[src/rtl/pipeline_ctrl.sv]
// pipeline_ctrl: stall/flush sequencer for the 5-stage RV32I pipeline.
// Resolves load-use hazards, EX-stage redirects and data-memory waits.
// Enforces a data-memory timeout and a terminal HALTED state.
// Optional feature macro: PIPE_CTRL_PERF_EN enables the stall and flush
// performance counters. When it is undefined, both counter ports read
// zero and no counter flops are built.
module pipeline_ctrl #(
    parameter int MEM_TIMEOUT = 16
) (
    input  logic        i_clk,
    input  logic        i_rst,
    input  logic [4:0]  i_id_rs1,
    input  logic [4:0]  i_id_rs2,
    input  logic        i_id_uses_rs1,
    input  logic        i_id_uses_rs2,
    input  logic [4:0]  i_ex_rd,
    input  logic        i_ex_mem_read,
    input  logic        i_ex_redirect,
    input  logic        i_mem_req,
    input  logic        i_dmem_ready,
    input  logic        i_halt,
    output logic        o_pc_hold,
    output logic        o_ifid_stall,
    output logic        o_ifid_flush,
    output logic        o_idex_bubble,
    output logic        o_back_hold,
    output logic        o_mem_timeout,
    output logic        o_halted,
    output logic [31:0] o_stall_cycles,
    output logic [31:0] o_flush_count
);

    localparam int CW = $clog2(MEM_TIMEOUT + 1);
    localparam logic [CW-1:0] CNT_LAST = CW'(MEM_TIMEOUT - 1);

    // The timeout compare needs at least one MEM_WAIT cycle after entry.
    if (MEM_TIMEOUT < 2) begin : g_param_check
        $error("pipeline_ctrl: MEM_TIMEOUT must be >= 2");
    end

    typedef enum logic [1:0] {
        ST_RUN      = 2'd0,
        ST_MEM_WAIT = 2'd1,
        ST_HALTED   = 2'd2
    } state_t;

    state_t          state_q, state_d;
    logic [CW-1:0]   wait_cnt_q, wait_cnt_d;
    logic            mem_timeout_q, mem_timeout_d;

    logic            mem_stall;
    logic            load_use;

    assign mem_stall = i_mem_req & ~i_dmem_ready;
    assign load_use  = i_ex_mem_read & (i_ex_rd != 5'd0) &
                       ((i_id_uses_rs1 & (i_id_rs1 == i_ex_rd)) |
                        (i_id_uses_rs2 & (i_id_rs2 == i_ex_rd)));

    // State register, wait counter and sticky timeout flag.
    // NOTE: sequential state uses non-blocking (<=) so every flop samples
    // pre-edge values; blocking here would create order-dependent races.
    always_ff @(posedge i_clk) begin
        if (i_rst) begin
            state_q       <= ST_RUN;
            wait_cnt_q    <= '0;
            mem_timeout_q <= 1'b0;
        end else begin
            state_q       <= state_d;
            wait_cnt_q    <= wait_cnt_d;
            mem_timeout_q <= mem_timeout_d;
        end
    end

    // Next-state logic: halt beats everything, ready beats timeout.
    // NOTE: every always_comb target gets a default first so no path
    // leaves it unassigned, which would infer a latch.
    always_comb begin
        state_d       = state_q;
        wait_cnt_d    = wait_cnt_q;
        mem_timeout_d = mem_timeout_q;
        unique case (state_q)
            ST_RUN: begin
                if (i_halt) begin
                    state_d = ST_HALTED;
                end else if (mem_stall) begin
                    state_d    = ST_MEM_WAIT;
                    wait_cnt_d = CW'(1);
                end
            end
            ST_MEM_WAIT: begin
                if (i_halt) begin
                    state_d = ST_HALTED;
                end else if (!mem_stall) begin
                    state_d    = ST_RUN;
                    wait_cnt_d = '0;
                end else if (wait_cnt_q == CNT_LAST) begin
                    state_d       = ST_HALTED;
                    mem_timeout_d = 1'b1;
                end else begin
                    wait_cnt_d = wait_cnt_q + CW'(1);
                end
            end
            ST_HALTED: begin
                state_d = ST_HALTED;
            end
            default: begin
                state_d    = ST_RUN;
                wait_cnt_d = '0;
            end
        endcase
    end

    // Zero-latency control outputs from current state and current inputs.
    always_comb begin
        o_pc_hold     = 1'b0;
        o_ifid_stall  = 1'b0;
        o_ifid_flush  = 1'b0;
        o_idex_bubble = 1'b0;
        o_back_hold   = 1'b0;
        o_halted      = 1'b0;
        if (!i_rst) begin
            if (state_q == ST_HALTED) begin
                o_pc_hold    = 1'b1;
                o_ifid_stall = 1'b1;
                o_back_hold  = 1'b1;
                o_halted     = 1'b1;
            end else if (mem_stall) begin
                // The held EX instruction re-presents any redirect/load-use.
                o_pc_hold    = 1'b1;
                o_ifid_stall = 1'b1;
                o_back_hold  = 1'b1;
            end else if (i_ex_redirect) begin
                // ID holds a wrong-path instruction, so load-use is moot.
                o_ifid_flush  = 1'b1;
                o_idex_bubble = 1'b1;
            end else if (load_use) begin
                o_pc_hold     = 1'b1;
                o_ifid_stall  = 1'b1;
                o_idex_bubble = 1'b1;
            end
        end
    end

    assign o_mem_timeout = mem_timeout_q;

`ifdef PIPE_CTRL_PERF_EN
    logic [31:0] stall_cycles_q;
    logic [31:0] flush_count_q;

    // Saturating performance counters for hold and flush cycles.
    always_ff @(posedge i_clk) begin
        if (i_rst) begin
            stall_cycles_q <= '0;
            flush_count_q  <= '0;
        end else begin
            if (o_pc_hold && (state_q != ST_HALTED) && (stall_cycles_q != '1)) begin
                stall_cycles_q <= stall_cycles_q + 32'd1;
            end
            if (o_ifid_flush && (flush_count_q != '1)) begin
                flush_count_q <= flush_count_q + 32'd1;
            end
        end
    end

    assign o_stall_cycles = stall_cycles_q;
    assign o_flush_count  = flush_count_q;
`else
    assign o_stall_cycles = 32'h0;
    assign o_flush_count  = 32'h0;
`endif

endmodule

[config.mk]
export PLATFORM = sky130hd
export DESIGN_NAME = pipeline_ctrl
export DESIGN_NICKNAME = d
export VERILOG_FILES = /design/src/rtl/pipeline_ctrl.sv
export SDC_FILE = /design/constraint.sdc
export NUM_CORES = 1
export LEC_CHECK = 0
export CELL_PAD_IN_SITES_DETAIL_PLACEMENT = 0
export CELL_PAD_IN_SITES_GLOBAL_PLACEMENT = 2
export CORE_AREA = 2 2 72 57
export CTS_BUF_LIST = sky130_fd_sc_hd__clkbuf_4
export DETAILED_ROUTE_END_ITERATION = 6
export DIE_AREA = 0 0 74 59
export DONT_BUFFER_PORTS = 1
export PLACE_DENSITY = 0.83
export RECOVER_POWER = 100
export SLEW_MARGIN = 20
export SYNTH_ARGS = -nofsm -noshare
export SYNTH_HDL_FRONTEND = slang
export SYNTH_SLANG_ARGS = --single-unit
[constraint.sdc]
create_clock -name i_clk -period 2.5 [get_ports i_clk]
set_input_delay 0.25 -clock i_clk [delete_from_list [all_inputs] [get_ports i_clk]]
set_output_delay 0.25 -clock i_clk [all_outputs]
set_load 0.01 [all_outputs]
==> results.sh, run 1 <==
export IMPL_seqPwrFrac=0.415
export IMPL_reg2reg_setup_slack_ps=500
export IMPL_worst_setup_path_end_kind="register"
export IMPL_numCtsBuffers=3
export IMPL_critical_path_class="register to register"
export IMPL_io_buffer_count=0
export IMPL_status="finished, final reports clean"
export IMPL_leakagePower_uw=0.0004237
export IMPL_syn_to_final_growth_pct=-16.65
export IMPL_num_antenna_cells=0
export IMPL_tightestPinTransition_ps=667.0
export IMPL_sw_frac_of_total=0.3639
export IMPL_synth_area_top_cells="buf_4, dfxtp_1, xor2_1, a21oi_1, ha_1"
export IMPL_pwr_share_clk=0.300
export IMPL_ys_ff_latch=8
export IMPL_internal_power_uw=207.0
export IMPL_drtIter0Drc=14
export IMPL_rsz0062_at_grt="no"
export IMPL_crit_path_start_kind="register"
export IMPL_synth_most_common_cell="buf_4"
export IMPL_design_die_area_um2=4366
export IMPL_synth_yosys_seq_area_share=0.1450
export IMPL_ctsHoldBuffers=0
export IMPL_comb_power_share=0.284
export IMPL_vias=734
export IMPL_yosysUniqueCellTypes=35
export IMPL_nFillCells=405
export IMPL_finalNetCount=166
export IMPL_slew_headroom=0.5553
export IMPL_synth_common_cells="buf_4, a21oi_1, dfxtp_1, xor2_1, o21ai_0"
export IMPL_ys_flop_type="dfxtp_1"
export IMPL_synth_largest_area_cell="buf_4"
export IMPL_cts_buffer_depth=2
export IMPL_power_density_nw_per_um2=353.4
export IMPL_yosysWarnings=0
export IMPL_drc=0
export IMPL_final_util=0.2565
export IMPL_clkLatencyLatePin_ps=250
export IMPL_switching_power_uw=118.4
export IMPL_rows=19
export IMPL_antenna_found_initial=0
export IMPL_crit_path_start="wait_cnt_q[0]"
export IMPL_period_share=0.7991
export IMPL_holdWs_ps=58.93
export IMPL_clk_pin_slew_ps=50
export IMPL_rr_endpoint="wait_cnt_q[3]"
export IMPL_synth_cell_area_um2=1105
export IMPL_reg2regPathDepth=7
export IMPL_place_gp_congestion=0.8136
export IMPL_dp_hpwl_mm=1.434
export IMPL_detail_route_wl_per_cell_um=9.158
export IMPL_seqCellArea_um2=160.2
export IMPL_path_max_fanout=11
export IMPL_cp_arrival_ps=2190
export IMPL_core_um2=3590
export IMPL_grt_pass1_vias=586
export IMPL_ctsResizeCount=0
export IMPL_io_pins=95
export IMPL_dr_pass1_iters=4
export IMPL_die_x_um=74
export IMPL_grt_pass1_wl_mm=2.511
export IMPL_cts_sinks=8
export IMPL_grt_max_degree=13
export IMPL_wl_mm=1.740
export IMPL_period_needed_ps=1998
export IMPL_r2r_start="wait_cnt_q[0]"
export IMPL_gr_total_overflow=0
export IMPL_netlist_area_leader_share=0.4417
export IMPL_setup_viol=0
export IMPL_finalSetupTns_ps=0
export IMPL_cts_tree="yes"
export IMPL_final_max_slew_viol_count=0
export IMPL_cts_root_buffer="clkbuf_4"
export IMPL_drive_above_1_share=0.04348
export IMPL_htreeDepth=1
export IMPL_synth_enable_flop_cells=0
export IMPL_ant_nets=0
export IMPL_start_util=0.3078
export IMPL_async_flop_share=0
export IMPL_worstPathRequired_ps=2690
export IMPL_synthCells=140
export IMPL_die_h_um=59
export IMPL_multi_input_area_um2=658.1
export IMPL_grtUsageTotal=0.07571
export IMPL_cp_endpoint="wait_cnt_q[3]"
export IMPL_max_freq_mhz=500.6
export IMPL_avgViaCountPerCell=3.863
export IMPL_ir_drop_mv=0.1095
export IMPL_min_path_type="input port to register"
export IMPL_skew_ps=0.7322
export IMPL_hold_viol=0
export IMPL_maxCapViolations=0
export IMPL_avgSynthCellArea_um2=7.892
export IMPL_postCtsSetupRepairBufs=0
## critical path, cell delays in order, from the launching register on
cell	delay, ps
dfxtp_1	330
ha_1	210
and3_1	180
ha_1	210
nand4b_1	90
a21oi_1	210
or4_1	560
a21oi_1	140
## metrics by stage
step / worst slack (ps) / instances / instance area (µm²) / power [µW]
4_1_cts: 514.1 / 190 / 920.9 / 328.2
6_report: 502.2 / 190 / 920.9 / 325.4
2_1_floorplan: 668.3 / 203 / 1341 / 299.4
3_5_place_dp: 532.8 / 187 / 898.4 / 227.4
3_3_place_gp: 579.9 / 187 / 898.4 / 225.9
5_1_grt: 355.7 / 190 / 920.9 / 352.8
## metal layers
layer / GRT usage / vias up / wire, µm
met1: 0.07588 / 340 / 618
met2: 0.1429 / 51 / 919
met3: 0.02551 / 2 / 176
li1: - / 341 / -
met5: 0 / - / 0
met4: 0.03117 / 0 / 25
## power by group through the flow
stage                     combinational (µW)  clock (µW)  sequential, µW
final                                   92.6        97.8             135
after detailed placement                89.8           0             138
after CTS                               90.3         103             135
after floorplan                          163           0             136
after global routing                     104         113             135
after global placement                  88.4           0             137
## cells in the final DEF (no fill, tap or decap), types with 2 or more instances in the layout
master    count
conb_1       64
a21oi_1      10
o31ai_1       2
ha_1          2
xnor2_1       2
clkbuf_4      3
nand4b_1      2
o21ai_0       5
or4_1         3
nor2_1        4
or3_1         2
xor2_1        8
dfxtp_1       8
inv_1         4
nor4_1        2
and2_0        2
## layout make-up
| type | instances | area share |
|---|---|---|
| sequential | 8 | 0.1739 |
| tap | 52 | 0.07065 |
| multi-input combinational | 123 | 0.7147 |
| inverter | 4 | 0.01630 |
| clock buffer | 3 | 0.02446 |
## sequential cells by signal (all words and copies together) (netlist names)
signal / count
state_q: 2
o_mem_timeout: 1
wait_cnt_q: 5
## cells by family (layout without fill, tap and decap cells)
logic type      count (synthesis)  in the layout  synth area share
compound gates                 23             23            0.1280
xor+xnor                       10             10           0.07928
fa+ha+maj                       2              2           0.02265
buf+inv                        72              7            0.4734
flops                           8              8            0.1450
other cells                     1             64          0.003394
simple gates                   24             24            0.1484
## how the worst min path moves through the flow
stage | endpoint | cells after the start | slack [ps] | startpoint
2_1_floorplan | wait_cnt_q[3] | 2 | 450 | wait_cnt_q[3]
3_3_place_gp | wait_cnt_q[0] | 1 | 320 | i_rst
3_5_place_dp | wait_cnt_q[0] | 1 | 320 | i_rst
4_1_cts | wait_cnt_q[0] | 1 | 50 | i_rst
5_1_grt | wait_cnt_q[0] | 1 | 40 | i_rst
6_report | wait_cnt_q[0] | 1 | 60 | i_rst
Note: power is estimated with default switching activity, not from simulation.
==> run 2, diff against run 1 <==
--- a/config.mk
+++ b/config.mk
@@ -7,12 +7,12 @@
 export LEC_CHECK = 0
 export CELL_PAD_IN_SITES_DETAIL_PLACEMENT = 0
 export CELL_PAD_IN_SITES_GLOBAL_PLACEMENT = 2
-export CORE_AREA = 2 2 72 57
+export CORE_AREA = 2 2 76 60
 export CTS_BUF_LIST = sky130_fd_sc_hd__clkbuf_4
 export DETAILED_ROUTE_END_ITERATION = 6
-export DIE_AREA = 0 0 74 59
+export DIE_AREA = 0 0 78 62
 export DONT_BUFFER_PORTS = 1
-export PLACE_DENSITY = 0.83
+export PLACE_DENSITY = 0.78
 export RECOVER_POWER = 100
 export SLEW_MARGIN = 20
 export SYNTH_ARGS = -nofsm -noshare
==> constraint.sdc (replaced) <==
create_clock -name i_clk -period 1.7 [get_ports i_clk]
set_input_delay 0.17 -clock i_clk [delete_from_list [all_inputs] [get_ports i_clk]]
set_output_delay 0.17 -clock i_clk [all_outputs]
set_load 0.01 [all_outputs]
==> run 2 against run 1 <==
Compared with the run above:
- the run now ends with negative hold slack, negative setup slack left
- hold slack worse by 91 ps
- register-to-register slack worse by 510 ps
- global-route usage decreased by 0.47 points
- worst setup slack got worse by 510 ps
- clock power rose by 51%
- final cell count increased by 8.4%
- critical path depth did not move
- utilization rose by 0.89 points
- via count grew 3.1%
- clock skew increased by 1.7 ps
- critical endpoint is now wait_cnt_q[4]
==> results.sh, run 2 (synthesized netlist as in run 1, its figures left out) <==
export IMPL_grt_pass1_wl_mm=2.628
export IMPL_start_util=0.2628
export IMPL_finalNetCount=177
export IMPL_comb_power_share=0.322
export IMPL_drive_above_1_share=0.2282
export IMPL_drtIter0Drc=31
export IMPL_placed_area_um2=955.9
export IMPL_io_buffer_count=0
export IMPL_status="finished, violations left"
export IMPL_io_pins=95
export IMPL_final_max_slew_viol_count=0
export IMPL_most_common_layout_cells="conb_1, buf_4, xor2_1"
export IMPL_nFillCells=467
export IMPL_dpl_cell_count=198
export IMPL_drc=0
export IMPL_period_share=1.003
export IMPL_leakagePower_uw=0.0004930
export IMPL_critical_path_class="register to register"
export IMPL_failed_checks="negative hold slack, negative setup slack"
export IMPL_detail_route_wl_per_cell_um=9.282
export IMPL_ir_drop_mv=0.2082
export IMPL_avgViaCountPerCell=3.675
export IMPL_seqPwrFrac=0.390
export IMPL_core_um2=4204
export IMPL_period_needed_ps=1706
export IMPL_maxCapViolations=0
export IMPL_holdWs_ps=-32.43
export IMPL_post_place_ws_ps=-202.4
export IMPL_mostFrequentLayoutCell="conb_1"
export IMPL_worst_setup_path_end_kind="register"
export IMPL_path_max_fanout=6
export IMPL_setup_slack_ps=-5.805
export IMPL_grt_pass1_vias=552
export IMPL_hold_viol=5
export IMPL_clk_pin_slew_ps=50
export IMPL_whs_path_depth=1
export IMPL_design_die_area_um2=4836
export IMPL_grtUsageTotal=0.07100
export IMPL_setup_viol=1
export IMPL_rsz0062_at_grt="yes"
export IMPL_sw_frac_of_total=0.3703
export IMPL_cts_sinks=8
export IMPL_dr_pass1_iters=3
export IMPL_cp_arrival_ps=1900
export IMPL_worstPathRequired_ps=1890
export IMPL_internal_power_uw=323.1
export IMPL_htreeDepth=1
export IMPL_wl_mm=1.912
export IMPL_min_path_type="input port to register"
export IMPL_skew_ps=2.396
export IMPL_switching_power_uw=190.0
export IMPL_clkLatencyLatePin_ps=260
export IMPL_die_x_um=78
export IMPL_ant_nets=0
export IMPL_die_h_um=62
export IMPL_pwr_share_clk=0.289
export IMPL_power_density_nw_per_um2=459.8
export IMPL_finalSetupTns_ps=-5.805
export IMPL_fin_cells=206
export IMPL_gr_total_overflow=0
export IMPL_crit_path_start_kind="register"
export IMPL_syn_to_final_growth_pct=1.019
export IMPL_grt_max_degree=13
export IMPL_rows=21
export IMPL_largest_reg_flops=5
export IMPL_place_gp_congestion=0.7321
export IMPL_numCtsBuffers=3
export IMPL_vias=757
export IMPL_max_freq_mhz=586.2
export IMPL_dp_hpwl_mm=1.417
export IMPL_cts_tree="yes"
export IMPL_regMostFlops="wait_cnt_q"
export IMPL_reg2regPathDepth=7
export IMPL_cts_root_buffer="clkbuf_4"
export IMPL_final_area_um2=1116
export IMPL_cts_buffer_depth=2
export IMPL_antenna_found_initial=0
export IMPL_num_antenna_cells=0
[run 2: per-layer routing]
metal,global-route usage,up-vias,share of wire
met5,0,-,0
met4,0.03008,0,0.021
met3,0.02746,4,0.11
met2,0.1232,48,0.50
met1,0.08073,343,0.38
li1,-,362,-
[run 2: layout make-up]
class / count / area (µm²) / share of cell area
Multi-Input combinational cell: 123 / 750.7 / 0.6726
Sequential cell: 8 / 170.2 / 0.1525
Timing Repair Buffer: 11 / 86.33 / 0.07735
Tap cell: 57 / 71.32 / 0.06390
Clock buffer: 3 / 22.52 / 0.02018
Inverter: 4 / 15.01 / 0.01345
[run 2: power groups by stage]
stage | combinational, µW | clock [µW] | sequential (µW)
4_1_cts | 150 | 155 | 200
2_1_floorplan | 240 | 0 | 201
3_3_place_gp | 141 | 0 | 203
3_5_place_dp | 140 | 0 | 203
5_1_grt | 185 | 169 | 201
6_report | 165 | 148 | 200
[run 2: timing repair]
item	4_1_cts	5_1_grt
pin swaps	9	7
gates resized for setup	7	15
setup buffers	3	2
hold endpoints to repair	5	5
setup endpoints to repair	7	9
[run 2: per-stage QoR]
stage,power [µW],utilization
detailed placement,342.9,0.2274
global route,554.7,0.2655
CTS,504.1,0.2464
finish,513.1,0.2655
floorplan,440.7,-
global placement,343.7,0.2274
[run 2: worst paths after layout]
| path | from | to | slack, ps |
|---|---|---|---|
| max | wait_cnt_q[0] | wait_cnt_q[4] | -6 |
| min reg2reg | wait_cnt_q[3] | wait_cnt_q[3] | 500 |
| min | i_rst | wait_cnt_q[1] | -30 |
| max reg2reg | wait_cnt_q[0] | wait_cnt_q[4] | -6 |
[run 2: critical path, cell delays in order, from the launching register on]
cell and delay [ps]:
dfxtp_2 340, ha_4 160, and3_4 150, ha_4 150
nand4b_1 130, a21oi_4 100, or4b_4 490, a21oi_2 120
